File: src/rtl/vga_rom_arbiter.sv
// Shared single-port ROM arbiter: display fetches have absolute priority,
// two background requesters share the leftover slots round-robin.
module vga_rom_arbiter #(
  parameter int ADDR_W     = 12,
  parameter int DATA_W     = 4,
  parameter int STARVE_LIM = 800
) (
  input  logic              i_clk_25M,
  input  logic              i_rst,
  input  logic              i_disp_req,
  input  logic [ADDR_W-1:0] i_disp_addr,
  output logic              o_disp_valid,
  output logic [DATA_W-1:0] o_disp_data,
  input  logic              i_a_req,
  input  logic [ADDR_W-1:0] i_a_addr,
  output logic              o_a_gnt,
  output logic              o_a_rvalid,
  output logic [DATA_W-1:0] o_a_rdata,
  input  logic              i_b_req,
  input  logic [ADDR_W-1:0] i_b_addr,
  output logic              o_b_gnt,
  output logic              o_b_rvalid,
  output logic [DATA_W-1:0] o_b_rdata,
  output logic              o_rom_en,
  output logic [ADDR_W-1:0] o_rom_addr,
  input  logic [DATA_W-1:0] i_rom_data,
  output logic              o_a_starve,
  output logic              o_b_starve
);

  localparam int CNT_W = $clog2(STARVE_LIM + 1);
  localparam logic [CNT_W-1:0] LIM_C = CNT_W'(STARVE_LIM);

  localparam logic [1:0] TAG_NONE = 2'd0;
  localparam logic [1:0] TAG_DISP = 2'd1;
  localparam logic [1:0] TAG_A    = 2'd2;
  localparam logic [1:0] TAG_B    = 2'd3;

  logic [1:0]        tag_r;
  logic              rr_last_r;
  logic              rst_hold_r;
  logic [ADDR_W-1:0] addr_hold_r;
  logic [CNT_W-1:0]  a_cnt_r;
  logic [CNT_W-1:0]  b_cnt_r;

  logic              rom_en_s;
  logic              a_gnt_s;
  logic              b_gnt_s;
  logic [1:0]        tag_nxt_s;
  logic [ADDR_W-1:0] rom_addr_s;

  // grant selection; grants are held off during reset and the cycle after it
  always_comb begin
    rom_en_s   = 1'b0;
    a_gnt_s    = 1'b0;
    b_gnt_s    = 1'b0;
    tag_nxt_s  = TAG_NONE;
    rom_addr_s = addr_hold_r;
    if (i_rst || rst_hold_r) begin
      rom_addr_s = '0;
    end else if (i_disp_req) begin
      rom_en_s   = 1'b1;
      tag_nxt_s  = TAG_DISP;
      rom_addr_s = i_disp_addr;
    end else if (i_a_req && (!i_b_req || rr_last_r)) begin
      rom_en_s   = 1'b1;
      a_gnt_s    = 1'b1;
      tag_nxt_s  = TAG_A;
      rom_addr_s = i_a_addr;
    end else if (i_b_req) begin
      rom_en_s   = 1'b1;
      b_gnt_s    = 1'b1;
      tag_nxt_s  = TAG_B;
      rom_addr_s = i_b_addr;
    end else begin
      rom_en_s   = 1'b0;
    end
  end

  // response tag, round-robin pointer, address hold and wait counters
  always_ff @(posedge i_clk_25M) begin
    if (i_rst) begin
      tag_r       <= TAG_NONE;
      rr_last_r   <= 1'b1;
      rst_hold_r  <= 1'b1;
      addr_hold_r <= '0;
      a_cnt_r     <= '0;
      b_cnt_r     <= '0;
    end else begin
      tag_r      <= tag_nxt_s;
      rst_hold_r <= 1'b0;
      if (a_gnt_s || b_gnt_s) begin
        rr_last_r <= b_gnt_s;
      end
      if (rom_en_s) begin
        addr_hold_r <= rom_addr_s;
      end
      if (!i_a_req || a_gnt_s) begin
        a_cnt_r <= '0;
      end else if (a_cnt_r != LIM_C) begin
        a_cnt_r <= a_cnt_r + CNT_W'(1);
      end
      if (!i_b_req || b_gnt_s) begin
        b_cnt_r <= '0;
      end else if (b_cnt_r != LIM_C) begin
        b_cnt_r <= b_cnt_r + CNT_W'(1);
      end
    end
  end

  assign o_rom_en   = rom_en_s;
  assign o_rom_addr = rom_addr_s;
  assign o_a_gnt    = a_gnt_s;
  assign o_b_gnt    = b_gnt_s;

  // the i_rst mask kills a response whose read was in flight when reset hit
  assign o_disp_valid = (tag_r == TAG_DISP) && !i_rst;
  assign o_a_rvalid   = (tag_r == TAG_A) && !i_rst;
  assign o_b_rvalid   = (tag_r == TAG_B) && !i_rst;

  assign o_disp_data = i_rom_data;
  assign o_a_rdata   = i_rom_data;
  assign o_b_rdata   = i_rom_data;

  assign o_a_starve = (a_cnt_r == LIM_C) && !i_rst;
  assign o_b_starve = (b_cnt_r == LIM_C) && !i_rst;

endmodule
File: config.mk
export PLATFORM = sky130hd
export DESIGN_NAME = vga_rom_arbiter
export DESIGN_NICKNAME = d
export VERILOG_FILES = /design/src/rtl/vga_rom_arbiter.sv
export SDC_FILE = /design/constraint.sdc
export NUM_CORES = 1
export LEC_CHECK = 0
export ABC_CLOCK_PERIOD_IN_PS = 5500
export CAP_MARGIN = 15
export CORE_MARGIN = 2
export CORE_UTILIZATION = 30
export DETAILED_ROUTE_END_ITERATION = 10
export PLACE_DENSITY_LB_ADDON = 0.12
export SLEW_MARGIN = 15
export SYNTH_ARGS = -nofsm -noshare
export SYNTH_HDL_FRONTEND = slang
export SYNTH_SLANG_ARGS = --single-unit
File: constraint.sdc
create_clock -name i_clk_25M -period 5.5 [get_ports i_clk_25M]
set_clock_uncertainty 0.05 [all_clocks]
set_input_delay 1.65 -clock i_clk_25M [delete_from_list [all_inputs] [get_ports i_clk_25M]]
set_output_delay 1.65 -clock i_clk_25M [all_outputs]
set_load 0.005 [all_outputs]
; ---- Word-level counts from Yosys, hierarchy flattened
; Index checks and enable logic that the tools add are counted.
[totals]
regBits = 36
latchBits = 0
mem_bits_rw = 0
rom_bits = 0
in_bits = 45
out_inout_bits = 32
word_cells = 52
mem_count = 0
[classes]
add_sub_neg = 2
n_mul = 0
div_mod_pow = 0
magnitude_cmp = 0
n_eq_ne = 7
shifts = 0
n_mux = 18
n_bitwise = 0
n_reduce_logical = 18
[op_table]
columns = op, count
row1 = $mux W12, 4
row2 = $add A10 B1 Y10 const B, 2
row3 = $eq A10 B10 Y1 const B, 2
row4 = $ne A10 B10 Y1 const B, 2
row5 = $mux W1, 12
row6 = $logic_and A1 B1 Y1, 6
row7 = $reduce_or A2 Y1, 3
row8 = $logic_or A1 B1 Y1, 5
row9 = $eq A2 B2 Y1 const B, 2
row10 = $mux W2, 2
row11 = $logic_not A1 Y1, 3
row12 = $reduce_or A3 Y1, 1
row13 = $eq A2 B1 Y1 const B, 1

; ---- Longest topological paths before layout
; Gate-level depths: netlist of run 1.
[depth]
depth_word = 8
ltp_mapped = 7
depth_no_buf = 6

; ---- Least setup slack after synthesis of run 1
; OpenSTA, ideal clock, no wires.
[synth_path]
kind = in2out
from = input i_rst
to = output o_rom_addr[3]
t_arrival_ns = 2.623
t_required_ns = 3.800
path_slack_ns = 1.177
path_stages = 6
n_path_buf = 2
path_cell_list = buf_6 or2_0 buf_6 nor2_1 nand2_1 o21ai_0
[synth_between]
elab_chain_len = 2
[synth_rtl]
columns = element, line_no
row1 = start: declaration, 9  ; input logic i_rst,
row2 = $logic_or A1 B1 Y1, 59  ; if (i_rst || rst_hold_r) begin
row3 = $mux W12, 59
row4 = end: declaration, 25  ; output logic [ADDR_W-1:0] o_rom_addr,
; No other way between the ends.

; ---- Worst setup path in the final report of run 1
[layout_path]
from = input i_b_req
to = output o_rom_addr[9]
[layout_between]
elab_chain_len = 6
word_cells_on_any_way = 7
cone_classes = mux: 4 / reduce/logical: 3
[layout_rtl]
columns = element, line_no
row1 = start: declaration, 19  ; input logic i_b_req,
row2 = $logic_not A1 Y1, 65  ; end else if (i_a_req && (!i_b_req || rr_last_r)) begin
row3 = $logic_or A1 B1 Y1, 65
row4 = $logic_and A1 B1 Y1, 65
row5 = $mux W12 *, 65
row6 = $mux W12 *, 61  ; end else if (i_disp_req) begin
row7 = $mux W12 *, 59
; Mark *: on every way between the ends. The rest lies on a longest branch, timed or not.

==> summary.txt, run 1 <==
Layout
  • Final std cells w/o fill: 394
  • Area grow syn2layout: 38.8%
  • Post-layout util: 0.427
  • Layout cell share with drive strength beyond 1: 0.0924
  • Fillers: 690
  • Commonest non-fill, non-tap cell in the layout: clkdlybuf4s50_1
  • Most frequent cells in the layout: clkdlybuf4s50_1 (59), nor2_1 (48), dfxtp_1 (36)
  • Antenna cells: 0
  • Nets: 362

Setup path
  • Reg2Reg Setup Slack: 3900 ps
  • Type of origin of the critical path: input pin
  • WP data required: 3800 ps
  • Crit path DAT: 3510 ps
  • CP Capture Type: output port
  • Kind of critical path: in -> out
  • Max FO, Critical Path: 6

Synth
  • Synth Cell Area: 2060 µm²
  • Sequential share of the synthesized area: 0.349
  • Primary FF master, synth: dfxtp_1
  • Synthesized instance count: 255
  • Ys async rst share: 0
  • Synth unique cells: 44
  • Synthesized flop and latch total: 36
  • Synth warn: 0
  • Synthesized area per cell: 8.10 µm²
  • Syn nets: 304
  • Number of synthesized flops with an enable pin: 0

CTS
  • CTS tree: done
  • Clk root buf: clkbuf_8
  • Worst-Skew Late Latency: 290 ps
  • Clock buffer count from CTS: 5
  • CTS hold repair buffers: 0
  • Clock transition at the registers of the reported paths: 80 ps
  • CTS sink cnt: 36
  • H-tree levels: 2
  • Clock Path Buffers: 2

Floorplanning
  • Row count: 30
  • Core area: 6720 µm²
  • Die width: 87.0 µm
  • Die Y-Extent: 87.0 µm
  • Top Ports: 77
  • Die ar.: 7560 µm²
  • Initial Util: 0.307

Drt
  • Via Count: 1,885
  • Initial DRC Count: 54
  • Via/cell ratio: 4.78
  • DR pass1 iterations: 4
  • Avg WL per Cell: 13.2 µm
  • Antenna viol nets, final: 0
  • Post-route DRC violation count: 0
  • Routed WL: 5.18 mm

GRT
  • GRT Total Usage: 0.142
  • Initial antenna violation count: 0
  • Vias in the first global route: 1,835
  • Total grt overflow: 0
  • First-pass GRT wire length: 8.49 mm
  • Largest net degree at the start of global routing: 22

Timing
  • Final WS setup: 286 ps
  • Setup TNS Final: 0 ps
  • Fin crit share: 0.948
  • # setup viols final: 0
  • Tmin final: 5210 ps
  • Final Hold Fails: 0
  • Pins Over Slew Limit: 0
  • RSZ-0062 raised after global routing: false
  • Worst-Margin Slew: 435 ps
  • Slew margin rel.: 0.709
  • Achievable Freq: 0.192 GHz

Pwr
  • Pwr Density: 248 nW/µm²
  • Max IR drop VDD: 127 µV
  • Leak: 1.02 nW

Place
  • Port Buffers: 60
  • Placed Cells: 386
  • GP Congestion: 0.752
  • Pre-CTS setup slack: 124 ps
  • Post-DP HPWL: 3.93 mm

Job
  • Max Cap Viol: 0

Min path
  • Hold/Removal Path Class: reg -> reg

Outcome
  • Outcome: completed
routing by layer:
| metal | global-route usage | part of all wire | vias up |
|---|---|---|---|
| met4 | 0.0455 | 0.011 | 0 |
| met1 | 0.172 | 0.45 | 836 |
| met2 | 0.238 | 0.47 | 41 |
| li1 | - | - | 1004 |
| met5 | 0 | 0 | - |
| met3 | 0.0436 | 0.062 | 4 |
metrics by stage:
stage / power, W / hold WS [ps] / area (µm²)
after global routing: 0.000740 / 452 / 2870
after detailed placement: 0.000391 / 416 / 2710
final: 0.000710 / 424 / 2870
after CTS: 0.000719 / 429 / 2860
after global placement: 0.000391 / 424 / 2710
after floorplan: 0.000339 / 386 / 2060
cell type report:
| cell class | instances | area (µm²) | area share |
|---|---|---|---|
| clock buffer | 5 | 68.8 | 0.0240 |
| clock inverter | 3 | 90.1 | 0.0314 |
| inverter | 11 | 41.3 | 0.0144 |
| multi-input combinational | 186 | 1140 | 0.399 |
| sequential | 36 | 721 | 0.251 |
| tap | 80 | 100 | 0.0349 |
| timing repair buffer | 73 | 701 | 0.244 |
power breakdown:
part | switching (W) | leakage, nW | internal (W)
Combinational | 0.0000450 | 0.651 | 0.0000622
Sequential | 0.00000666 | 0.294 | 0.000270
Clock | 0.0000991 | 0.0784 | 0.000227
Total | 0.000151 | 1.02 | 0.000559
cells in the mapped netlist (4+ instances only):
master	n	share of area
nor3_1	5	0.012
nor2_1	48	0.087
xnor2_1	13	0.055
o31ai_1	5	0.018
o221ai_1	10	0.042
a32oi_1	5	0.021
o21ai_0	10	0.024
xor2_1	4	0.017
a21oi_1	5	0.012
ha_1	4	0.024
nor3b_1	4	0.015
nand4_1	4	0.012
mux2_2	6	0.033
dfxtp_1	36	0.35
nand3_1	15	0.036
inv_1	10	0.018
a2bb2oi_1	4	0.017
buf_4	13	0.047
nand2_1	19	0.035
flip-flops by register name, summed over array words and instances (netlist names):
signal       flops
b_cnt_r         10
tag_r            2
rst_hold_r       1
a_cnt_r         10
addr_hold_r     12
rr_last_r        1
timing repair:
| item | CTS | global route |
|---|---|---|
| buffers inserted | 0 | 0 |
| endpoints found under the hold margin | 0 | 0 |
| resized for setup | 0 | 1 |
| setup endpoints to repair | 0 | 1 |
logic make-up after synthesis:
group	count (synthesis)	share of synthesized area
fa+ha+maj	4	0.0242
buf+inv	33	0.0964
xor+xnor	17	0.0721
compound gates	47	0.167
mux	8	0.0424
flops	36	0.349
simple gates	110	0.248
final timing paths:
kind	to	cells past startpoint	from
worst max-delay path	o_rom_addr[9]	5	i_b_req
worst min-delay path	addr_hold_r[11]$_SDFFE_PP0P_	2	addr_hold_r[11]$_SDFFE_PP0P_
worst max register to register	addr_hold_r[4]$_SDFFE_PP0P_	4	rst_hold_r$_DFF_P_
worst min register to register	addr_hold_r[11]$_SDFFE_PP0P_	2	addr_hold_r[11]$_SDFFE_PP0P_
critical path: stages:
cell	delay [ps]
clkdlybuf4s50_1	550
or2_0	360
o221ai_1	190
o21ai_0	220
clkdlybuf4s50_1	540
Power figures use the tool's default switching activity.
==> run 2: changes to the inputs <==
--- a/config.mk
+++ b/config.mk
@@ -9,6 +9,7 @@
 export CAP_MARGIN = 15
 export CORE_MARGIN = 2
 export CORE_UTILIZATION = 30
+export CTS_CLUSTER_DIAMETER = 200
 export DETAILED_ROUTE_END_ITERATION = 10
 export PLACE_DENSITY_LB_ADDON = 0.12
 export SLEW_MARGIN = 15
==> results of run 2 <==
Same layout as run 1: the final DEF is identical, and so are final timing and power.
==> run 3: changes to the inputs <==
--- a/config.mk
+++ b/config.mk
@@ -7,7 +7,6 @@
 export LEC_CHECK = 0
 export ABC_CLOCK_PERIOD_IN_PS = 5500
 export CAP_MARGIN = 15
-export CORE_MARGIN = 2
 export CORE_UTILIZATION = 30
 export CTS_CLUSTER_DIAMETER = 200
 export DETAILED_ROUTE_END_ITERATION = 10
==> summary.txt, run 3 (synthesis gave the netlist of run 1 again) <==
CTS
  • CTS sink cnt: 36 (unchanged)
  • CTS hold repair buffers: 0 (unchanged)
  • Worst-Skew Late Latency: 290 ps (about the same)
  • Clock buffer count from CTS: 5 (unchanged)
  • Clock transition at the registers of the reported paths: 80 ps (about the same)
  • Clk root buf: clkbuf_8
  • H-tree levels: 2 (unchanged)
  • Post-CTS Resized: 0 (unchanged)
  • CTS tree: done
  • Clock Path Buffers: 2 (unchanged)
  • Setup Buffers After CTS: 0 (unchanged)

Floorplanning
  • Die width: 85.0 µm (-2.3%)
  • Die Y-Extent: 85.0 µm (-2.3%)
  • Top Ports: 77 (unchanged)
  • Die ar.: 7220 µm² (-4.5%)
  • Core area: 6490 µm² (-3.3%)
  • Initial Util: 0.318 (+0.0106)
  • Row count: 29 (-3.3%)

Layout
  • Area grow syn2layout: 35.1%
  • Fillers: 660 (-4.3%)
  • Antenna cells: 0 (unchanged)
  • Biggest register: addr_hold_r
  • Max reg flops: 12 (unchanged)
  • Layout cell share with drive strength beyond 1: 0.0924 (unchanged)
  • Multi-input logic area: 1140 µm² (unchanged)
  • Biggest regs: addr_hold_r: 12 flops, a_cnt_r: 10 flops, b_cnt_r: 10 flops
  • Most frequent cells in the layout: clkdlybuf4s50_1 (60), nor2_1 (48), dfxtp_1 (36)
  • Commonest non-fill, non-tap cell in the layout: clkdlybuf4s50_1
  • Nets: 362 (unchanged)
  • FF/Latch Area: 721 µm² (unchanged)

Timing
  • Achievable Freq: 0.189 GHz (-1.2%)
  • Setup TNS Final: 0 ps (unchanged)
  • RSZ-0062 raised after global routing: false
  • Slew margin rel.: 0.710 (+0.000717)
  • Worst-Margin Slew: 434 ps (-1.07 ps)
  • Pins Over Slew Limit: 0 (unchanged)
  • Final Hold Fails: 0 (unchanged)
  • Final WS setup: 223 ps (-63.5 ps)
  • Tmin final: 5280 ps (+63.5 ps)
  • Fin crit share: 0.960 (+0.0116)
  • # setup viols final: 0 (unchanged)

Outcome
  • Outcome: complete, but fails checks
  • Failing checks: design-rule violations

Setup path
  • R2r endpoint: addr_hold_r[3]$_SDFFE_PP0P_
  • Crit path DAT: 3580 ps (+70 ps)
  • Reg2reg path depth: 5 (+1)
  • Worst R2R Start: rst_hold_r$_DFF_P_
  • Critical Path Sink: o_rom_addr[2]
  • Reg2Reg Setup Slack: 3820 ps (-80 ps)
  • Max FO, Critical Path: 6 (unchanged)
  • Crit. Startpoint: i_a_req
  • Type of origin of the critical path: input pin
  • Kind of critical path: in -> out
  • WP data required: 3800 ps (about the same)
  • CP Capture Type: output port

GRT
  • First-pass GRT wire length: 9.03 mm (+6.3%)
  • Largest net degree at the start of global routing: 21 (-4.5%)
  • Initial antenna violation count: 0 (unchanged)
  • GRT Total Usage: 0.157 (+0.0156)
  • Total grt overflow: 0 (unchanged)
  • Vias in the first global route: 1,936 (+5.5%)

Drt
  • Avg WL per Cell: 13.5 µm (+2.7%)
  • Routed WL: 5.28 mm (+1.9%)
  • Via Count: 1,952 (+3.6%)
  • Initial DRC Count: 31 (-43%)
  • Via/cell ratio: 4.99 (+4.3%)
  • DR pass1 iterations: 7 (+3)
  • Antenna viol nets, final: 0 (unchanged)
  • Post-route DRC violation count: 1 (+1)

Place
  • Port Buffers: 60 (unchanged)
  • Pre-CTS setup slack: 221 ps (+97.3 ps)
  • GP Congestion: 0.740 (-1.6%)
  • Post-DP HPWL: 3.90 mm (-0.63%)

Pwr
  • Max IR drop VDD: 93.5 µV (-26%)
  • Pwr Density: 207 nW/µm² (-16%)
  • Leak: 0.984 nW (-3.9%)

Job
  • Max Cap Viol: 0 (unchanged)

Min path
  • Hold/Removal Path Class: reg -> reg
run 3: cell types whose count changed in the layout (fill, tap and decap cells not counted), sizes merged:
cell           change
clkdlybuf4s50      +1
dlymetal6s2s       -1
bufinv             -3
clkinv             +3
run 3: where the power goes:
group / internal [W] / total [W] / switching, W
clock: 0.0000884 / 0.000193 / 0.000105
sequential: 0.000270 / 0.000277 / 0.00000670
combinational: 0.0000624 / 0.000108 / 0.0000457
total: 0.000421 / 0.000579 / 0.000158
run 3: layout make-up:
cell class                 instances  area share
clock buffer                       5      0.0247
clock inverter                     3     0.00673
inverter                          11      0.0148
multi-input combinational        186       0.410
sequential                        36       0.258
tap                               77      0.0345
timing repair buffer              73       0.250
run 3: layer usage:
metal,global-route usage,routed length (µm),part of all wire,up-vias
met2,0.260,2420,0.46,57
met4,0.0524,70,0.013,0
li1,-,-,-,1007
met5,0,0,0,-
met3,0.0457,261,0.049,8
met1,0.196,2530,0.48,880
run 3: critical path, cell delays in order:
cell,delay [ps]
clkdlybuf4s50_1,480
buf_4,150
mux2_2,330
o221ai_1,170
a2bb2oi_1,250
nor2_1,100
clkdlybuf4s50_1,460
run 3: worst min-delay path by stage:
stage / slack [ps] / startpoint / to / cells after the start
finish: 430 / addr_hold_r[6]$_SDFFE_PP0P_ / addr_hold_r[6]$_SDFFE_PP0P_ / 2
global placement: 410 / addr_hold_r[10]$_SDFFE_PP0P_ / addr_hold_r[10]$_SDFFE_PP0P_ / 2
CTS: 430 / addr_hold_r[6]$_SDFFE_PP0P_ / addr_hold_r[6]$_SDFFE_PP0P_ / 2
floorplan: 390 / addr_hold_r[11]$_SDFFE_PP0P_ / addr_hold_r[11]$_SDFFE_PP0P_ / 2
global route: 450 / addr_hold_r[10]$_SDFFE_PP0P_ / addr_hold_r[10]$_SDFFE_PP0P_ / 2
detailed placement: 410 / addr_hold_r[6]$_SDFFE_PP0P_ / addr_hold_r[6]$_SDFFE_PP0P_ / 2
run 3: metrics by stage:
| stage | total power [W] | std cells | utilization | instance area, µm² | hold WS [ps] |
|---|---|---|---|---|---|
| final | 0.000579 | 391 | 0.429 | 2790 | 429 |
| after global routing | 0.000610 | 391 | 0.429 | 2790 | 454 |
| after CTS | 0.000585 | 391 | 0.429 | 2790 | 431 |
| after detailed placement | 0.000391 | 383 | 0.416 | 2700 | 414 |
| after global placement | 0.000391 | 383 | 0.416 | 2700 | 405 |
| after floorplan | 0.000339 | 255 | - | 2060 | 386 |
